==> config.mk <==
export PLATFORM = sky130hd
export DESIGN_NAME = data_memory_arbiter_flat
export DESIGN_NICKNAME = d
export VERILOG_FILES = /design/src/rtl/data_memory_arbiter_pkg.sv /design/src/rtl/data_memory_arbiter_if.sv /design/src/rtl/data_memory_arbiter_starvation_counter.sv /design/src/rtl/data_memory_arbiter.sv /design/src/flat_wrapper.sv
export SDC_FILE = /design/constraint.sdc
export NUM_CORES = 1
export LEC_CHECK = 0
export CORE_AREA = 2 2 102 104
export DETAILED_ROUTE_END_ITERATION = 7
export DIE_AREA = 0 0 104 106
export PLACE_DENSITY = 0.72
export SLEW_MARGIN = 20
export SYNTH_ARGS = -nofsm -noshare
export SYNTH_HDL_FRONTEND = slang
export SYNTH_HIERARCHICAL = 1
export SYNTH_SLANG_ARGS = --single-unit
==> constraint.sdc <==
create_clock -name clock -period 2.2 [get_ports clock]
set_input_delay 0.55 -clock clock [delete_from_list [all_inputs] [get_ports clock]]
set_output_delay 0.55 -clock clock [all_outputs]
set_load 0.03 [all_outputs]
==> src/rtl/data_memory_arbiter_pkg.sv <==
// Shared types and constants for the data memory arbiter: word type, FSM encoding,
// per-port request bundle and the default address limit.
package data_memory_arbiter_pkg;

    typedef logic [31:0] int_t;

    typedef enum logic [1:0] {
        IDLE  = 2'd0,
        SERVE = 2'd1,
        DONE  = 2'd2
    } arb_state_t;

    typedef struct packed {
        int_t address;
        logic writeEnabled;
        int_t dataWrite;
    } arb_port_t;

    // First byte address past the 1024-word data memory.
    localparam int_t DM_ADDR_LIMIT = 32'h0000_1000;

    function automatic logic out_of_range(input int_t addr, input int_t limit);
        return addr >= limit;
    endfunction

endpackage

==> src/rtl/data_memory_arbiter_if.sv <==
// Requester handshakes plus data-memory pins of the arbiter, with the arbiter side
// (slave) and the requester/memory side (master) as modports.
interface data_memory_arbiter_if;
    import data_memory_arbiter_pkg::*;

    logic req0;
    logic req1;
    int_t address0;
    int_t address1;
    logic writeEnabled0;
    logic writeEnabled1;
    int_t dataWrite0;
    int_t dataWrite1;
    logic ack0;
    logic ack1;
    int_t dataRead;
    logic accessError;
    int_t memAddress;
    logic memWriteEnabled;
    int_t memDataWrite;
    int_t memDataRead;

    modport slave (
        input  req0, req1, address0, address1, writeEnabled0, writeEnabled1,
        input  dataWrite0, dataWrite1, memDataRead,
        output ack0, ack1, dataRead, accessError,
        output memAddress, memWriteEnabled, memDataWrite
    );

    modport master (
        output req0, req1, address0, address1, writeEnabled0, writeEnabled1,
        output dataWrite0, dataWrite1, memDataRead,
        input  ack0, ack1, dataRead, accessError,
        input  memAddress, memWriteEnabled, memDataWrite
    );

endinterface

==> src/rtl/data_memory_arbiter_starvation_counter.sv <==
// Counts cycles port 1 waits with its request up; once saturated at STARVE_LIMIT it
// asks the arbiter to let port 1 win an idle-state tie. Cleared when port 1 is granted.
module arbiter_starvation_counter #(
    parameter int STARVE_LIMIT = 4
) (
    input  logic clock,
    input  logic resetN,
    input  logic req1,
    input  logic port1_busy,
    input  logic port1_enter,
    output logic prefer1
);

    localparam logic [2:0] LIMIT = 3'(STARVE_LIMIT);

    logic [2:0] wait_count_q;
    logic [2:0] wait_count_d;

    always_comb begin
        wait_count_d = wait_count_q;
        if (port1_enter) begin
            wait_count_d = 3'd0;
        end else if (req1 && !port1_busy && (wait_count_q != LIMIT)) begin
            wait_count_d = wait_count_q + 3'd1;
        end
    end

    always_ff @(posedge clock or negedge resetN) begin
        if (!resetN) begin
            wait_count_q <= 3'd0;
        end else begin
            wait_count_q <= wait_count_d;
        end
    end

    assign prefer1 = (wait_count_q == LIMIT);

endmodule

==> src/rtl/data_memory_arbiter.sv <==
// Two-port arbiter for the single-port data memory; port 0 has priority, the port that
// did not just finish wins next. Request to ack is 2 cycles; requesters hold req until ack.
// Optional starvation guard: DATA_MEMORY_ARBITER_STARVATION_GUARD_EN.
module data_memory_arbiter
    import data_memory_arbiter_pkg::*;
#(
    parameter int   STARVE_LIMIT = 4,
    parameter int_t ADDR_LIMIT   = DM_ADDR_LIMIT
) (
    input logic clock,
    input logic resetN,
    data_memory_arbiter_if.slave bus
);

    localparam logic [1:0] ST_IDLE  = IDLE;
    localparam logic [1:0] ST_SERVE = SERVE;
    localparam logic [1:0] ST_DONE  = DONE;

    if ((STARVE_LIMIT < 1) || (STARVE_LIMIT > 7)) begin : g_bad_starve_limit
        $error("STARVE_LIMIT must fit the 3-bit wait counter (1..7)");
    end

    logic [1:0] state_q, state_d;
    logic       owner_q, owner_d;
    int_t       data_read_q, data_read_d;
    logic       access_error_q, access_error_d;

    arb_port_t  port0, port1, own;
    logic       own_oor;
    logic       other_req;
    logic       prefer1;

    assign port0 = '{address: bus.address0, writeEnabled: bus.writeEnabled0, dataWrite: bus.dataWrite0};
    assign port1 = '{address: bus.address1, writeEnabled: bus.writeEnabled1, dataWrite: bus.dataWrite1};
    assign own       = owner_q ? port1 : port0;
    assign own_oor   = out_of_range(own.address, ADDR_LIMIT);
    assign other_req = owner_q ? bus.req0 : bus.req1;

    always_comb begin
        state_d        = state_q;
        owner_d        = owner_q;
        data_read_d    = data_read_q;
        access_error_d = access_error_q;
        case (state_q)
            ST_IDLE: begin
                if (bus.req0 || bus.req1) begin
                    owner_d = bus.req1 && (!bus.req0 || prefer1);
                    state_d = ST_SERVE;
                end
            end
            ST_SERVE: begin
                data_read_d    = own_oor ? 32'h0 : bus.memDataRead;
                access_error_d = own_oor;
                state_d        = ST_DONE;
            end
            ST_DONE: begin
                // The owner still holds its req here, so only the other port can follow.
                if (other_req) begin
                    owner_d = !owner_q;
                    state_d = ST_SERVE;
                end else begin
                    state_d = ST_IDLE;
                end
            end
            default: begin
                state_d = ST_IDLE;
            end
        endcase
    end

    always_ff @(posedge clock or negedge resetN) begin
        if (!resetN) begin
            state_q        <= ST_IDLE;
            owner_q        <= 1'b0;
            data_read_q    <= 32'h0;
            access_error_q <= 1'b0;
        end else begin
            state_q        <= state_d;
            owner_q        <= owner_d;
            data_read_q    <= data_read_d;
            access_error_q <= access_error_d;
        end
    end

`ifdef DATA_MEMORY_ARBITER_STARVATION_GUARD_EN
    logic port1_busy;
    logic port1_enter;

    assign port1_busy  = owner_q && ((state_q == ST_SERVE) || (state_q == ST_DONE));
    assign port1_enter = owner_d && (state_d == ST_SERVE);

    arbiter_starvation_counter #(
        .STARVE_LIMIT (STARVE_LIMIT)
    ) u_starvation_counter (
        .clock       (clock),
        .resetN      (resetN),
        .req1        (bus.req1),
        .port1_busy  (port1_busy),
        .port1_enter (port1_enter),
        .prefer1     (prefer1)
    );
`else
    assign prefer1 = 1'b0;
`endif

    // Memory pins are decoded from state so a reset in SERVE kills the write at once.
    assign bus.memAddress      = (state_q == ST_SERVE) ? own.address : 32'h0;
    assign bus.memDataWrite    = (state_q == ST_SERVE) ? own.dataWrite : 32'h0;
    assign bus.memWriteEnabled = (state_q == ST_SERVE) && own.writeEnabled && !own_oor;

    assign bus.ack0        = (state_q == ST_DONE) && !owner_q;
    assign bus.ack1        = (state_q == ST_DONE) && owner_q;
    assign bus.dataRead    = data_read_q;
    assign bus.accessError = access_error_q;

    a_req0_held: assert property (@(posedge clock) disable iff (!resetN)
        (bus.req0 && !bus.ack0) |=> (bus.req0 || bus.ack0));
    a_req1_held: assert property (@(posedge clock) disable iff (!resetN)
        (bus.req1 && !bus.ack1) |=> (bus.req1 || bus.ack1));

endmodule

==> src/flat_wrapper.sv <==
// flat-port wrapper written by rule: the top's interface ports become plain ports
module data_memory_arbiter_flat import data_memory_arbiter_pkg::*;
#(
    parameter int   STARVE_LIMIT = 4,
    parameter int_t ADDR_LIMIT   = DM_ADDR_LIMIT
)
  (clock, resetN, bus_req0, bus_req1, bus_address0, bus_address1, bus_writeEnabled0, bus_writeEnabled1, bus_dataWrite0, bus_dataWrite1, bus_memDataRead, bus_ack0, bus_ack1, bus_dataRead, bus_accessError, bus_memAddress, bus_memWriteEnabled, bus_memDataWrite);
  data_memory_arbiter_if bus_i ();
  input logic clock;
  input logic resetN;
  input wire logic [$bits(bus_i.req0)-1:0] bus_req0;
  input wire logic [$bits(bus_i.req1)-1:0] bus_req1;
  input wire logic [$bits(bus_i.address0)-1:0] bus_address0;
  input wire logic [$bits(bus_i.address1)-1:0] bus_address1;
  input wire logic [$bits(bus_i.writeEnabled0)-1:0] bus_writeEnabled0;
  input wire logic [$bits(bus_i.writeEnabled1)-1:0] bus_writeEnabled1;
  input wire logic [$bits(bus_i.dataWrite0)-1:0] bus_dataWrite0;
  input wire logic [$bits(bus_i.dataWrite1)-1:0] bus_dataWrite1;
  input wire logic [$bits(bus_i.memDataRead)-1:0] bus_memDataRead;
  output wire logic [$bits(bus_i.ack0)-1:0] bus_ack0;
  output wire logic [$bits(bus_i.ack1)-1:0] bus_ack1;
  output wire logic [$bits(bus_i.dataRead)-1:0] bus_dataRead;
  output wire logic [$bits(bus_i.accessError)-1:0] bus_accessError;
  output wire logic [$bits(bus_i.memAddress)-1:0] bus_memAddress;
  output wire logic [$bits(bus_i.memWriteEnabled)-1:0] bus_memWriteEnabled;
  output wire logic [$bits(bus_i.memDataWrite)-1:0] bus_memDataWrite;
  assign bus_i.req0 = bus_req0;
  assign bus_i.req1 = bus_req1;
  assign bus_i.address0 = bus_address0;
  assign bus_i.address1 = bus_address1;
  assign bus_i.writeEnabled0 = bus_writeEnabled0;
  assign bus_i.writeEnabled1 = bus_writeEnabled1;
  assign bus_i.dataWrite0 = bus_dataWrite0;
  assign bus_i.dataWrite1 = bus_dataWrite1;
  assign bus_i.memDataRead = bus_memDataRead;
  assign bus_ack0 = bus_i.ack0;
  assign bus_ack1 = bus_i.ack1;
  assign bus_dataRead = bus_i.dataRead;
  assign bus_accessError = bus_i.accessError;
  assign bus_memAddress = bus_i.memAddress;
  assign bus_memWriteEnabled = bus_i.memWriteEnabled;
  assign bus_memDataWrite = bus_i.memDataWrite;
  data_memory_arbiter #(.STARVE_LIMIT(STARVE_LIMIT), .ADDR_LIMIT(ADDR_LIMIT)) u_core (.clock(clock), .resetN(resetN), .bus(bus_i));
endmodule
==> key figures, run 1 <==
Global routing
  • Total gr overflow: 0
  • Total Routing Usage GR: between 15 and 20%
  • Vias in the first global route: 3,068
  • First-pass GRT wire length: 15,800 um
  • Pin count of the biggest net entering global routing: 43
  • Initial antenna violation count: 0

Drt
  • Post-DR wirelength/cell: around 16 um
  • Routed WL: 10,600 um
  • DRC Markers: 0
  • DR pass1 iterations: 4
  • Post-DRT Antenna Nets: 0
  • Routed vias/inst: 4.61
  • DR vias: 2,996
  • Initial drt markers: 88

Power
  • Sw power: roughly 2.2 mW
  • Comb pwr share: 73.5%
  • Power share of the clock group: 10.5%
  • Worst IR drop on VDD: between 0.5 and 0.6 mV
  • Pwr dens: 866 mW/mm^2
  • Part of the power in registers: 16.0%
  • Switching Share: 48.2%
  • Static leakage: 2.52 nW
  • P_int: roughly 2.4 mW

Timing
  • Post-route setup slack: -0.0511 ns
  • Clock Skew: 0.00709 ns
  • FMAX: 0.444 GHz
  • Slew Limit Fails: 0
  • Post-route setup TNS: -0.0535 ns
  • Period utilisation layout: 102%
  • RSZ-0062 raised after global routing: true
  • Worst Tran Pin Value: 0.796 ns
  • Slew margin rel.: 46.9%
  • Final hold vios: 0
  • Final min period: 2.25 ns
  • Count of final setup violators: 2

Critical path
  • Setup crit end kind: output pin
  • WP data required: roughly 1.7 ns
  • Crit-path max FO: 2
  • CP Class: in -> out
  • Startpoint Class: input port
  • Worst EP arrival: 1.70 ns

Finish
  • Final Core Density: roughly 54%
  • Share of layout cells above drive strength 1: 20.6%
  • Ant. Diodes: 0
  • Area Overhead vs Synth: 122%
  • Final nets: 680

CTS
  • CTS tree: yes
  • CTS buffer count: 5
  • CTS sink count: 36
  • Clock buffer depth: 2
  • Worst skew pair latency: 0.27 ns
  • Hold_buf cts: 0
  • Clk slew on worst S/H paths: 0.07 ns
  • Root Buffer: clkbuf_8
  • H-tree levels: 2

Place
  • IO buf count: 265
  • Placer Congestion: 0.913
  • Detailed placer's ending HPWL: 8860 um

Status
  • Status: finished with violations
  • Failing checks: negative setup slack

Synthesis
  • Seq cells post-synth: 36
  • Top FF cell, synth: dfrtp_1
  • Synth unique cells: 26
  • Mapped Cells: 252
  • Asr flop ratio synth: 100%
  • Syn Area/Cell: 9.62 sq um
  • Most common cell in the netlist: nor2_1
  • Area of the mapped netlist: about 0.0024 sq mm
  • EDFF count, synth: 0
  • Area fraction of the dominant cell type after synthesis: 37.2%
  • Post-synth net total: 418
  • Most frequent cells after synthesis: nor2_1, mux2i_1, dfrtp_1, a22o_1, clkbuf_1
  • YS warnings: 6
  • Largest area contributor in the netlist: dfrtp_1
  • Sequential area share after synthesis: roughly 37%
  • Top post-synthesis cells by area: dfrtp_1, mux2i_1, a22o_1

Floorplanning
  • Starting density of the core: between 20% and 30%
  • Die area: around 0.011 sq mm
  • IO Pins: 266
  • Die W: 104 um
  • Die height: 106 um
  • Core area: 0.0100 sq mm
  • FP Rows: 37

Hold path
  • HP Class: in -> async

Flow run
  • Max Cap Viol: 0
[kinds of logic after synthesis]
logic type | share of synthesized area [%]
simple gates | 16.8
mux | 26.4
compound gates | 13.5
flops | 37.2
buf+inv | 6.14
[worst max-delay path: stages]
cell and delay [ns]:
buf_6 0.09, or4_4 0.54, nor4_4 0.17, a32o_1 0.21, buf_6 0.14
[metrics by stage]
step           instances  worst slack (ns)  cell area, sq um  power (mW)  hold WS (ns)
2_1_floorplan        252           0.00301              2420        2.73         0.254
3_3_place_gp         640            -0.411              5170        4.15         0.483
3_5_place_dp         640            -0.424              5170        4.18         0.490
4_1_cts              649            -0.142              5310        4.70         0.383
5_1_grt              650           -0.0861              5370        4.89         0.411
6_report             650           -0.0511              5370        4.65         0.364
[state kept, by name, indices dropped and copies added, names as in the netlist]
name and cells:
u_core/state_q 2, u_core/bus.accessError 1, u_core/owner_q 1, u_core/bus.dataRead 32
[final cells by class]
| cell class | count | area (sq um) |
|---|---|---|
| Fill cell | 935 | 4630 |
| Clock buffer | 7 | 96.3 |
| Tap cell | 136 | 170 |
| Timing Repair Buffer | 278 | 2760 |
| Inverter | 2 | 7.51 |
| Sequential cell | 36 | 905 |
| Multi-Input combinational cell | 191 | 1440 |
[layer usage]
metal  global-route usage, %  vias to the layer above  share of wire [%]
met5                       0                        -                  0
met2                    32.9                      148                 51
li1                        -                     1429                  -
met4                    8.69                        0                3.9
met3                    3.92                       26                6.0
met1                    19.7                     1393                 39
[power groups by stage]
stage          registers (mW)  clock network (mW)  logic [mW]
4_1_cts                 0.739               0.514        3.44
3_5_place_dp            0.747                   0        3.43
3_3_place_gp            0.746                   0        3.41
6_report                0.744               0.488        3.42
2_1_floorplan           0.716                   0        2.02
5_1_grt                 0.747               0.539        3.60
[final timing paths]
path / from / endpoint / slack (ns) / depth (start not counted)
setup / recovery: bus_address1[28] / bus_memWriteEnabled / -0.05 / 5
hold / removal: resetN / u_core/bus.dataRead[12] / 0.36 / 1
setup reg to reg: u_core/owner_q / u_core/bus.dataRead[2] / 0.38 / 7
hold reg to reg: u_core/bus.accessError / u_core/bus.accessError / 0.50 / 2
max in group asynchronous: resetN / u_core/owner_q / 1.26 / 1
min in group clock: u_core/bus.accessError / u_core/bus.accessError / 0.50 / 2
[placed cells by master, fill, tap and decap left out, drive strengths merged]
master	synthesis	final
inv	2	2
nor3	3	3
and3	1	1
and4	1	1
mux2i	64	64
or4	1	1
a22o	32	32
nor4b	1	1
a31oi	1	1
clkbuf	9	9
clkdlybuf4s15	0	4
a21oi	2	2
buf	14	84
dlymetal6s2s	0	17
clkdlybuf4s50	0	163
nor4	7	7
nand2	2	2
nor2	69	69
nand3	1	1
nand4	1	1
a32o	1	1
nand2b	2	2
dlygate4sd2	0	8
nor3b	1	1
dfrtp	36	36
a2bb2o	1	1
[what timing repair did]
item                                    4_1_cts  5_1_grt
pin swaps                                    13       16
buffers inserted                              2        1
endpoints found under the setup margin        2        7
resized for setup                            37       27
hold endpoints to repair                      0        0
(Power assumes the default switching activity.)
==> run 2, diff against run 1 <==
--- a/config.mk
+++ b/config.mk
@@ -5,10 +5,10 @@
 export SDC_FILE = /design/constraint.sdc
 export NUM_CORES = 1
 export LEC_CHECK = 0
-export CORE_AREA = 2 2 102 104
+export CORE_AREA = 2 2 103 105
 export DETAILED_ROUTE_END_ITERATION = 7
-export DIE_AREA = 0 0 104 106
-export PLACE_DENSITY = 0.72
+export DIE_AREA = 0 0 105 107
+export PLACE_DENSITY = 0.71
 export SLEW_MARGIN = 20
 export SYNTH_ARGS = -nofsm -noshare
 export SYNTH_HDL_FRONTEND = slang
==> constraint.sdc (replaced) <==
create_clock -name clock -period 2.6 [get_ports clock]
set_input_delay 0.65 -clock clock [delete_from_list [all_inputs] [get_ports clock]]
set_output_delay 0.65 -clock clock [all_outputs]
set_load 0.03 [all_outputs]
==> key figures, run 2 (synthesis gave the netlist of run 1 again) <==
Global routing
  • Total Routing Usage GR: 17.6% (-0.32 points)
  • First-pass GRT wire length: 15,800 um (about the same)
  • Total gr overflow: 0 (unchanged)
  • Pin count of the biggest net entering global routing: 48 (+12%)
  • Initial antenna violation count: 0 (unchanged)
  • Vias in the first global route: 3,064 (-0.13%)

Drt
  • Post-DRT Antenna Nets: 0 (unchanged)
  • DR pass1 iterations: 4 (unchanged)
  • DRC Markers: 0 (unchanged)
  • Routed vias/inst: 4.59 (-0.36%)
  • Initial drt markers: 118 (+34%)
  • Routed WL: 10,400 um (-2.0%)
  • Post-DR wirelength/cell: 16.1 um (-1.7%)
  • DR vias: 2,976 (-0.67%)

Finish
  • Share of layout cells above drive strength 1: 19.7% (-0.90 points)
  • Max reg flops: 32 (unchanged)
  • Area Overhead vs Synth: 122% (about the same)
  • Most frequent cells in the layout: clkdlybuf4s50_1, nor2_1, mux2i_1, buf_4, dfrtp_1
  • Ant. Diodes: 0 (unchanged)
  • Final nets: 678 (-0.29%)
  • Final Core Density: 53.2% (-0.47 points)
  • Most common cell after layout, fill and taps aside: clkdlybuf4s50_1

CTS
  • Worst skew pair latency: 0.28 ns (about the same)
  • CTS sink count: 36 (unchanged)
  • Root Buffer: clkbuf_8
  • Hold_buf cts: 0 (unchanged)
  • CTS buffer count: 5 (unchanged)
  • CTS tree: yes
  • Clock buffer depth: 2 (unchanged)
  • Clk slew on worst S/H paths: 0.07 ns (about the same)
  • H-tree levels: 2 (unchanged)

Timing
  • Final min period: 2.58 ns
  • Clock Skew: 0.00554 ns (-0.00155 ns)
  • Period utilisation layout: just under 100%
  • Slew margin rel.: 46.6% (-0.30 points)
  • Worst Tran Pin Value: 0.801 ns (+0.00457 ns)
  • FMAX: slightly below 0.4 GHz
  • Slew Limit Fails: 0 (unchanged)
  • Final hold vios: 0 (unchanged)
  • Post-route setup TNS: 0 ns (+0.0535 ns)
  • Count of final setup violators: 0 (-2)

Place
  • IO buf count: 265 (unchanged)
  • Placer Congestion: 0.799 (-12%)
  • Detailed placer's ending HPWL: 8700 um (-1.9%)

Power
  • Final Total Pwr: 3.92 mW (-16%)
  • Switching Share: 47.8% (-0.32 points)
  • Sw power: 1.87 mW (-16%)
  • Static leakage: 2.50 nW (-0.73%)
  • Part of the power in registers: 16.6% (+0.6 points)
  • Pwr dens: 729 mW/mm^2 (-16%)
  • P_int: 2.04 mW (-15%)
  • Worst IR drop on VDD: 0.389 mV (-33%)
  • Power share of the clock group: 10.7% (+0.2 points)
  • Comb pwr share: 72.8% (-0.7 points)

Critical path
  • WP data required: 1.95 ns (+0.30 ns)
  • Reg2Reg Depth: 6 (-1)
  • Slowest stage delay, CP: 0.44 ns (-0.10 ns)
  • Critical R2R Launch: u_core/owner_q
  • Reg2Reg Capture Point: u_core/bus.dataRead[17]
  • Reg2Reg Setup Slack: 0.74 ns (+0.36 ns)
  • Startpoint Class: input port
  • CP max stage cell: clkdlybuf4s50_1
  • Crit-path cells: clkdlybuf4s50_1 -> nor3_1 -> nand4_1 -> nor2_1 -> a32o_2 -> buf_6
  • Setup crit end kind: output pin
  • Crit-path max FO: 2 (unchanged)
  • CP Class: in -> out
  • Worst EP arrival: 1.93 ns (+0.23 ns)

Floorplanning
  • Core area: 0.0101 sq mm (+0.93%)
  • Die area: 0.0112 sq mm (+1.9%)
  • Die W: 105 um (+0.96%)
  • Die height: 107 um (+0.94%)
  • IO Pins: 266 (unchanged)
  • Starting density of the core: 24.0% (-0.22 points)
  • FP Rows: 37 (unchanged)

Status
  • Status: completed

Flow run
  • Max Cap Viol: 0 (unchanged)

Hold path
  • HP Class: in -> async
==> run 2: worst max path at each step <==
stage,startpoint,to,cells after the start
after floorplan,bus_address1[29],bus_memWriteEnabled,3
after global placement,bus_address1[29],bus_memWriteEnabled,5
after detailed placement,bus_address1[29],bus_memWriteEnabled,5
after CTS,bus_address1[18],bus_memWriteEnabled,5
after global routing,bus_address0[12],bus_memWriteEnabled,6
final,bus_address0[13],bus_memWriteEnabled,6
==> run 2: repair_timing <==
| item | CTS | global route |
|---|---|---|
| setup endpoints to repair | 1 | 1 |
| buffers inserted | 0 | 0 |
| resized for setup | 25 | 20 |
| pin swaps | 10 | 14 |
==> run 2: metal layers <==
metal  vias to the layer above  GRT usage [%]  part of all wire [%]
li1                       1425              -                     -
met1                      1391           19.2                    37
met2                       148           34.5                    55
met3                        12           4.07                   7.1
met4                         0           4.00                  0.97
met5                         -              0                     0
==> run 2: final cells by class <==
type,instances,area [sq um]
well taps,136,170
flip-flops and latches,36,905
inverters,2,7.51
clock buffers,7,96.3
fillers,967,4720
multi-input cells,191,1430
repair buffers,276,2760
==> run 2: worst max-delay path, delay by kind of cell <==
family          cells  cell delay [ns]
buf+inv             2             0.57
simple gates        3             0.56
compound gates      1             0.15
==> run 2: stage by stage <==
step	area, sq um	cells	worst slack [ns]	hold slack [ns]
3_5_place_dp	5190	641	-0.207	0.490
4_1_cts	5310	648	0.00444	0.480
5_1_grt	5370	648	-0.0738	0.516
6_report	5370	648	0.0184	0.456
2_1_floorplan	2420	252	0.222	0.354
3_3_place_gp	5190	641	-0.205	0.484
==> run 2: power by group through the flow <==
| stage | Clock, mW | Sequential (mW) | Combinational [mW] |
|---|---|---|---|
| after CTS | 0.435 | 0.647 | 2.88 |
| after global routing | 0.457 | 0.654 | 3.01 |
| after floorplan | 0 | 0.606 | 1.71 |
| final | 0.418 | 0.649 | 2.85 |
| after detailed placement | 0 | 0.657 | 2.88 |
| after global placement | 0 | 0.654 | 2.86 |
